## src/rtl/cpu_ctrl_pkg.sv

```systemverilog
// rtl/cpu_ctrl_pkg.sv - shared types and constants for the CPU control sequencer.
package cpu_ctrl_pkg;

  localparam int OPCODE_BITS = 4;
  localparam int CTRL_BITS   = 16;

  typedef enum logic [3:0] {
    OP_NOP = 4'h0,
    OP_LDA = 4'h1,
    OP_ADD = 4'h2,
    OP_SUB = 4'h3,
    OP_STA = 4'h4,
    OP_LDI = 4'h5,
    OP_JMP = 4'h6,
    OP_JC  = 4'h7,
    OP_JZ  = 4'h8,
    OP_OUT = 4'hE,
    OP_HLT = 4'hF
  } opcode_t;

  typedef enum logic [2:0] {T0, T1, T2, T3, T4} step_t;

  typedef struct packed {
    logic halt;
    logic mar_in;
    logic ram_in;
    logic ram_out;
    logic ir_in;
    logic ir_out;
    logic a_in;
    logic a_out;
    logic alu_out;
    logic alu_sub;
    logic b_in;
    logic out_in;
    logic pc_inc;
    logic pc_jump;
    logic pc_out;
    logic flags_in;
  } ctrl_t;

  localparam step_t LAST_SHORT = T2;
  localparam step_t LAST_MEM   = T3;
  localparam step_t LAST_ALU   = T4;

  function automatic step_t last_step_of(opcode_t op);
    case (op)
      OP_LDA, OP_STA: return LAST_MEM;
      OP_ADD, OP_SUB: return LAST_ALU;
      default:        return LAST_SHORT;
    endcase
  endfunction

endpackage

```

## src/rtl/cpu_control_unit_if.sv

```systemverilog
// rtl/cpu_control_unit_if.sv - sequencer inputs and control/status outputs.
interface cpu_control_unit_if;
  logic                                step_en;
  logic [cpu_ctrl_pkg::OPCODE_BITS-1:0] opcode;
  logic                                carry;
  logic                                zero;
  logic [cpu_ctrl_pkg::CTRL_BITS-1:0]   ctrl;
  logic [2:0]                          step;
  logic                                halted;

  modport master (output step_en, opcode, carry, zero, input ctrl, step, halted);
  modport slave  (input step_en, opcode, carry, zero, output ctrl, step, halted);
endinterface

```

## src/rtl/cpu_microcode_rom.sv

```systemverilog
// rtl/cpu_microcode_rom.sv - combinational microcode decode of (step, opcode, flags).
// With SKIP_IDLE_STEPS_EN defined it also reports the instruction's last used step.
module cpu_microcode_rom
  import cpu_ctrl_pkg::*;
(
  input  logic [2:0] step,
  input  opcode_t    opcode,
  input  logic       carry,
  input  logic       zero,
`ifdef SKIP_IDLE_STEPS_EN
  output logic       last_step,
`endif
  output ctrl_t      ctrl
);

  always_comb begin
    ctrl = '0;
    case (step)
      3'd0: begin
        ctrl.pc_out = 1'b1;
        ctrl.mar_in = 1'b1;
      end
      3'd1: begin
        ctrl.ram_out = 1'b1;
        ctrl.ir_in   = 1'b1;
        ctrl.pc_inc  = 1'b1;
      end
      3'd2: begin
        case (opcode)
          OP_LDA, OP_ADD, OP_SUB, OP_STA: begin
            ctrl.ir_out = 1'b1;
            ctrl.mar_in = 1'b1;
          end
          OP_LDI: begin
            ctrl.ir_out = 1'b1;
            ctrl.a_in   = 1'b1;
          end
          OP_JMP: begin
            ctrl.ir_out  = 1'b1;
            ctrl.pc_jump = 1'b1;
          end
          // Conditional jumps look at the flags live in this same cycle.
          OP_JC: begin
            ctrl.ir_out  = carry;
            ctrl.pc_jump = carry;
          end
          OP_JZ: begin
            ctrl.ir_out  = zero;
            ctrl.pc_jump = zero;
          end
          OP_OUT: begin
            ctrl.a_out  = 1'b1;
            ctrl.out_in = 1'b1;
          end
          OP_HLT:  ctrl.halt = 1'b1;
          default: ;
        endcase
      end
      3'd3: begin
        case (opcode)
          OP_LDA: begin
            ctrl.ram_out = 1'b1;
            ctrl.a_in    = 1'b1;
          end
          OP_ADD, OP_SUB: begin
            ctrl.ram_out = 1'b1;
            ctrl.b_in    = 1'b1;
          end
          OP_STA: begin
            ctrl.a_out  = 1'b1;
            ctrl.ram_in = 1'b1;
          end
          default: ;
        endcase
      end
      3'd4: begin
        if (opcode == OP_ADD || opcode == OP_SUB) begin
          ctrl.alu_out  = 1'b1;
          ctrl.a_in     = 1'b1;
          ctrl.flags_in = 1'b1;
          ctrl.alu_sub  = (opcode == OP_SUB);
        end
      end
      default: ;
    endcase
  end

`ifdef SKIP_IDLE_STEPS_EN
  // The IR only holds the new opcode from T2 on, so fetch steps never end an instruction.
  assign last_step = (step >= 3'd2) && (step == 3'(last_step_of(opcode)));
`endif

endmodule

```

## src/rtl/cpu_control_unit.sv

```systemverilog
// rtl/cpu_control_unit.sv - T-state sequencer with halt latch and gated control word.
// Define SKIP_IDLE_STEPS_EN to return to T0 right after each instruction's last used step.
module cpu_control_unit
  import cpu_ctrl_pkg::*;
#(
  parameter int OPCODE_W  = 4,
  parameter int NUM_STEPS = 5,
  parameter int CTRL_W    = 16
) (
  input  logic                clk,
  input  logic                rst,
  cpu_control_unit_if.slave   bus
);

  localparam logic [2:0] LAST_IDX = 3'(NUM_STEPS - 1);

  logic [OPCODE_W-1:0] opcode_raw;
  opcode_t             op;
  ctrl_t               rom_ctrl;
  ctrl_t               ctrl_out;
  logic [CTRL_W-1:0]   ctrl_word;
  logic [2:0]          step_q, step_d;
  logic                halted_q, halted_d;
  logic                end_of_instr;
  logic                halting;
`ifdef SKIP_IDLE_STEPS_EN
  logic                rom_last_step;
`endif

  assign opcode_raw = bus.opcode;
  assign op         = opcode_t'(opcode_raw);

  cpu_microcode_rom u_rom (
    .step      (step_q),
    .opcode    (op),
    .carry     (bus.carry),
    .zero      (bus.zero),
`ifdef SKIP_IDLE_STEPS_EN
    .last_step (rom_last_step),
`endif
    .ctrl      (rom_ctrl)
  );

  always_ff @(posedge clk or negedge rst) begin
    if (!rst) begin
      step_q   <= 3'd0;
      halted_q <= 1'b0;
    end else begin
      step_q   <= step_d;
      halted_q <= halted_d;
    end
  end

  always_comb begin
    end_of_instr = (step_q == LAST_IDX);
`ifdef SKIP_IDLE_STEPS_EN
    end_of_instr = end_of_instr || rom_last_step;
`endif
    halting  = (step_q == 3'd2) && (op == OP_HLT);
    step_d   = step_q;
    halted_d = halted_q;
    // Halting freezes the counter on T2 instead of advancing it.
    if (!halted_q && bus.step_en) begin
      if (halting) begin
        halted_d = 1'b1;
      end else begin
        step_d = end_of_instr ? 3'd0 : step_q + 3'd1;
      end
    end
  end

  always_comb begin
    ctrl_out = '0;
    if (rst) begin
      if (halted_q) begin
        ctrl_out.halt = 1'b1;
      end else if (bus.step_en) begin
        ctrl_out = rom_ctrl;
      end
    end
  end

  assign ctrl_word  = ctrl_out;
  assign bus.ctrl   = ctrl_word;
  assign bus.step   = step_q;
  assign bus.halted = halted_q;

endmodule

```

## src/flat_wrapper.sv

```systemverilog
// flat-port wrapper written by rule: the top's interface ports become plain ports
module cpu_control_unit_flat import cpu_ctrl_pkg::*;
#(
  parameter int OPCODE_W  = 4,
  parameter int NUM_STEPS = 5,
  parameter int CTRL_W    = 16
)
  (clk, rst, bus_step_en, bus_opcode, bus_carry, bus_zero, bus_ctrl, bus_step, bus_halted);
  cpu_control_unit_if bus_i ();
  input  logic clk;
  input  logic rst;
  input wire logic [$bits(bus_i.step_en)-1:0] bus_step_en;
  input wire logic [$bits(bus_i.opcode)-1:0] bus_opcode;
  input wire logic [$bits(bus_i.carry)-1:0] bus_carry;
  input wire logic [$bits(bus_i.zero)-1:0] bus_zero;
  output wire logic [$bits(bus_i.ctrl)-1:0] bus_ctrl;
  output wire logic [$bits(bus_i.step)-1:0] bus_step;
  output wire logic [$bits(bus_i.halted)-1:0] bus_halted;
  assign bus_i.step_en = bus_step_en;
  assign bus_i.opcode = bus_opcode;
  assign bus_i.carry = bus_carry;
  assign bus_i.zero = bus_zero;
  assign bus_ctrl = bus_i.ctrl;
  assign bus_step = bus_i.step;
  assign bus_halted = bus_i.halted;
  cpu_control_unit #(.OPCODE_W(OPCODE_W), .NUM_STEPS(NUM_STEPS), .CTRL_W(CTRL_W)) u_core (.clk(clk), .rst(rst), .bus(bus_i));
endmodule
```

## config.mk

```make
export PLATFORM = sky130hd
export DESIGN_NAME = cpu_control_unit_flat
export DESIGN_NICKNAME = d
export VERILOG_FILES = /design/src/rtl/cpu_ctrl_pkg.sv /design/src/rtl/cpu_control_unit_if.sv /design/src/rtl/cpu_microcode_rom.sv /design/src/rtl/cpu_control_unit.sv /design/src/flat_wrapper.sv
export SDC_FILE = /design/constraint.sdc
export NUM_CORES = 1
export LEC_CHECK = 0
export CAP_MARGIN = 20
export CORE_MARGIN = 2
export CORE_UTILIZATION = 39
export DETAILED_ROUTE_END_ITERATION = 7
export GPL_TIMING_DRIVEN = 0
export PLACE_DENSITY = 0.85
export SETUP_SLACK_MARGIN = 0.02
export SKIP_CTS_REPAIR_TIMING = 1
export SYNTH_ARGS = -nofsm -noshare
export SYNTH_HDL_FRONTEND = slang
export SYNTH_SLANG_ARGS = --single-unit
```

## constraint.sdc

```tcl
create_clock -name clk -period 1.7 [get_ports clk]
set_input_delay 0.34 -clock clk [delete_from_list [all_inputs] [get_ports clk]]
set_output_delay 0.34 -clock clk [all_outputs]
set_load 0.03 [all_outputs]
```

==> summary.md, run 1 <==
• **status** stopped before the end
• **last stage reached** global routing
• **error that halted the flow** [ERROR DPL-0038] Utilization greater than 100%, impossible to legalize
• **number of standard-cell rows in the floorplan** 13
• **leading cell types by count after synthesis** nor2_1, a21oi_1, ha_1, nand2_1
• **TritonCTS buffer count** 3
• **Synth area leaders** dfrtp_1, ha_1, nor2_1, mux2_2, a21oi_1
• **Cells after DPL** 116
• **asr flop ratio synth** 1.000
• **largest area contributor in the synthesized netlist** dfrtp_1
• **synthesized area per cell** 7.862 um^2
• **synthesized instance count** 74
• **die width** 42.63 um
• **routability-driven placement congestion ratio** 0.8002
• **starting density of the core** 0.4310
• **H-tree depth** 1
• **I/O Pins** 29
• **CTS root buf** clkbuf_4
• **final HPWL from detailed placement** 1.298 mm
• **most instantiated flip-flop cell in the synthesis netlist** dfrtp_1
• **DIE HEIGHT** 42.63 um
• **worst endpoint after global-route timing repair** bus_ctrl[9]
• **pin count of the biggest net entering global routing** 11
• **post-placement setup slack** -1.222 ns
• **Post-Syn Nets** 88
• **total of flip-flops plus latches after synthesis** 4
• **maximum number of buffers from clock root to sink** 2
• **leading cell type by number of instances after synthesis** nor2_1
• **pin type at the end of the worst path** primary output
• **number of enable flip-flop cells after synthesis** 0
• **synthesized cell area** 581.8 um^2
• **register area share after synthesis** 0.1720
• **Placed Area** 1092 um^2
• **clock net sink count** 4
• **synth warn** 0
• **count of distinct cell types in the synthesized netlist** 32
• **fraction of synthesized cell area taken by the top area cell type** 0.1720
• **IO Port Bufs** 27
[cell families after synthesis]
group                    after synthesis  share of synthesized area
flip-flops                             4                     0.1720
AND/OR/NAND/NOR                       37                     0.3506
AO/OA/AOI/OAI                         13                     0.1893
XOR/XNOR                               1                    0.01506
adder cells (fa/ha/maj)                5                     0.1075
buffers and inverters                 11                     0.1075
multiplexers                           3                    0.05806
[stage by stage]
step,utilization,hold WS (ns)
floorplan,-,0.04441
global placement,0.8091,0.5057
CTS,0.8258,0.3604
detailed placement,0.8091,0.5259
==> inputs of run 2 (changes only) <==
Settings changed: CORE_AREA set to 2 2 63 65, CORE_MARGIN 2 to not set, CORE_UTILIZATION 39 to not set, DIE_AREA set to 0 0 65 67, PLACE_DENSITY 0.85 to not set, PLACE_DENSITY_LB_ADDON set to 0.15, SETUP_SLACK_MARGIN 0.02 to not set.
==> summary.md, run 2 <==
• **setup tns final** -3.180 ns
• **count of nets after finishing** 144
• **synthesized area per cell** 7.862 um^2
• **count of inserted antenna diode cells** 0
• **Synth area leaders** dfrtp_1, ha_1, nor2_1, mux2_2, a21oi_1
• **worst setup margin** -0.4310 ns
• **total of flip-flops plus latches after synthesis** 4
• **IO Port Bufs** 27
• **Fin Clk Skew** 0.001603 ns
• **Critical Path Start Type** flip-flop
• **Vias per Instance** 4.267
• **wire length of the first global-routing pass** 3.056 mm
• **CTS root buf** clkbuf_8
• **slew at the pin closest to its max-slew limit** 0.3277 ns
• **failing checks** setup timing
• **leading cell type by number of instances after synthesis** nor2_1
• **type of the setup path with the least slack** reg -> out
• **top library cells by usage in the layout, fill and taps aside** buf_4, buf_6, nor2_4, dlymetal6s2s_1
• **leading cell types by count after synthesis** nor2_1, a21oi_1, ha_1, nand2_1
• **fraction of final layout cells with drive strength greater than 1** 0.6953
• **fraction of the core area covered by cells at the end of the flow** 0.4056
• **routed wire length per instance** 11.23 um
• **setup slack of the most critical reg-to-reg path** 0.04 ns
• **largest stage delay on the critical path** 0.39 ns
• **area taken by multi-input logic gates** 661.9 um^2
• **Overflow after GRT** 0
• **leakage power figure** 0.6134 nW
• **clock-pin slew on the worst setup and hold paths** 0.03 ns
• **maximum number of buffers from clock root to sink** 2
• **count of buffering cells on the critical path with inverters included** 3
• **antenna violations before repair** 0
• **Highest Clock Rate** 469.3 MHz
• **synthesized cell area** 581.8 um^2
• **overall global routing resource usage** 0.08725
• **commonest non-fill, non-tap cell in the layout** buf_4
• **routability-driven placement congestion ratio** 0.6927
• **number of standard-cell rows in the floorplan** 22
• **length of the first detailed-routing pass in iterations** 4
• **RSZ-0062 raised after global routing** yes
• **cells along the critical path** buf_6 > buf_4 > nand2b_1 > nor4_2 > o21a_2 > clkbuf_2
• **cell family contributing the most delay on the critical path** simple AND/OR/NAND/NOR gates
• **filler cell count in the final layout** 360
• **number of enable flip-flop cells after synthesis** 0
• **Critical Path RT** 1.36 ns
• **biggest fanout along the worst timing path** 7
• **relative slew slack** 0.7799
• **H-tree depth** 1
• **Final Power** 1.609 mW
• **final setup violation count** 16
• **clock net sink count** 4
• **vias in the first global route** 656
• **post-layout min period** 2.131 ns
• **Skew-Pair Late Insertion Delay** 0.21 ns
• **class of the worst hold path** in -> async
• **register area share after synthesis** 0.1720
• **Placeable Area** 3606 um^2
• **remaining design rule violation count** 0
• **die width** 65 um
• **post-placement setup slack** -1.276 ns
• **clock tree from TritonCTS** built
• **max-slew violation count** 0
• **final hold violation count** 0
• **synth warn** 0
• **starting density of the core** 0.1613
• **area taken by flip-flops and latches** 105.1 um^2
• **status** complete, but fails checks
• **total number of vias** 751
• **max FFs per register** 3
• **final HPWL from detailed placement** 1.484 mm
• **largest area contributor in the synthesized netlist** dfrtp_1
• **Synth-to-Final Area Change** 151.4%
• **arrival time at the worst endpoint** 1.79 ns
• **pin count of the biggest net entering global routing** 11
• **Post-Syn Nets** 88
• **Critical Path Sink Type** primary output
• **count of nets left with antenna violations after detail routing** 0
• **I/O Pins** 29
• **floorplan die area** 4355 um^2
• **fraction of synthesized cell area taken by the top area cell type** 0.1720
• **most instantiated flip-flop cell in the synthesis netlist** dfrtp_1
• **power per cell area** 1100 nW/um^2
• **post-route clock period utilization** 1.254
• **synthesized instance count** 74
• **TritonCTS buffer count** 3
• **WL final** 1.976 mm
• **worst hold slack across all endpoints** 0.6001 ns
• **violation count after the first detailed-route iteration** 23
• **DIE HEIGHT** 67 um
• **CP max stage cell** dfrtp_2
• **worst voltage drop across the vdd grid** 0.8128 mV
• **count of distinct cell types in the synthesized netlist** 32
• **asr flop ratio synth** 1.000
• **maximum capacitance violations** 0
==> run 2: kinds of logic after synthesis <==
kind of cell / count (synthesis) / synth area share
buf+inv: 11 / 0.1075
simple gates: 37 / 0.3506
xor+xnor: 1 / 0.01506
mux: 3 / 0.05806
compound gates: 13 / 0.1893
flops: 4 / 0.1720
fa+ha+maj: 5 / 0.1075
==> run 2: final timing paths <==
kind / from / depth (start not counted) / end
min in group clk: u_core.bus.halted / 2 / u_core.bus.halted
setup / recovery: u_core.bus.step[2] / 6 / bus_ctrl[15]
hold / removal: rst / 2 / u_core.bus.step[0]
hold reg to reg: u_core.bus.halted / 2 / u_core.bus.halted
setup reg to reg: u_core.bus.step[2] / 5 / u_core.bus.step[1]
max in group asynchronous: rst / 2 / u_core.bus.step[2]
==> run 2: through the flow <==
step / cell area (um^2) / instances
after global placement: 1130 / 149
after detailed placement: 1130 / 149
after global routing: 1463 / 176
after floorplan: 799.5 / 74
final: 1463 / 176
after CTS: 1171 / 152
==> run 2: routing by layer <==
metal | global-route usage | vias to the layer above | wire length, um | part of all wire
met4 | 0.02394 | 0 | 0 | 0
met5 | 0 | - | 0 | 0
met2 | 0.1430 | 19 | 1025 | 0.52
met1 | 0.1179 | 356 | 855 | 0.43
met3 | 0.01351 | 0 | 95 | 0.048
li1 | - | 376 | - | -
==> run 2: cell type report <==
type                            count  area share
Clock buffer                        3     0.02823
Multi-Input combinational cell     59      0.4525
Sequential cell                     4     0.07186
Timing Repair Buffer               51      0.3388
Inverter                            4     0.01369
Buffer                              7     0.05389
Tap cell                           48     0.04106
==> run 2: power by group <==
group / leakage [nW] / internal [mW] / switching [mW] / total [mW]
Combinational: 0.548 / 0.582 / 0.603 / 1.19
Sequential: 0.0441 / 0.153 / 0.0774 / 0.231
Clock: 0.0216 / 0.150 / 0.0423 / 0.193
Note: power is estimated with default switching activity, not from simulation.
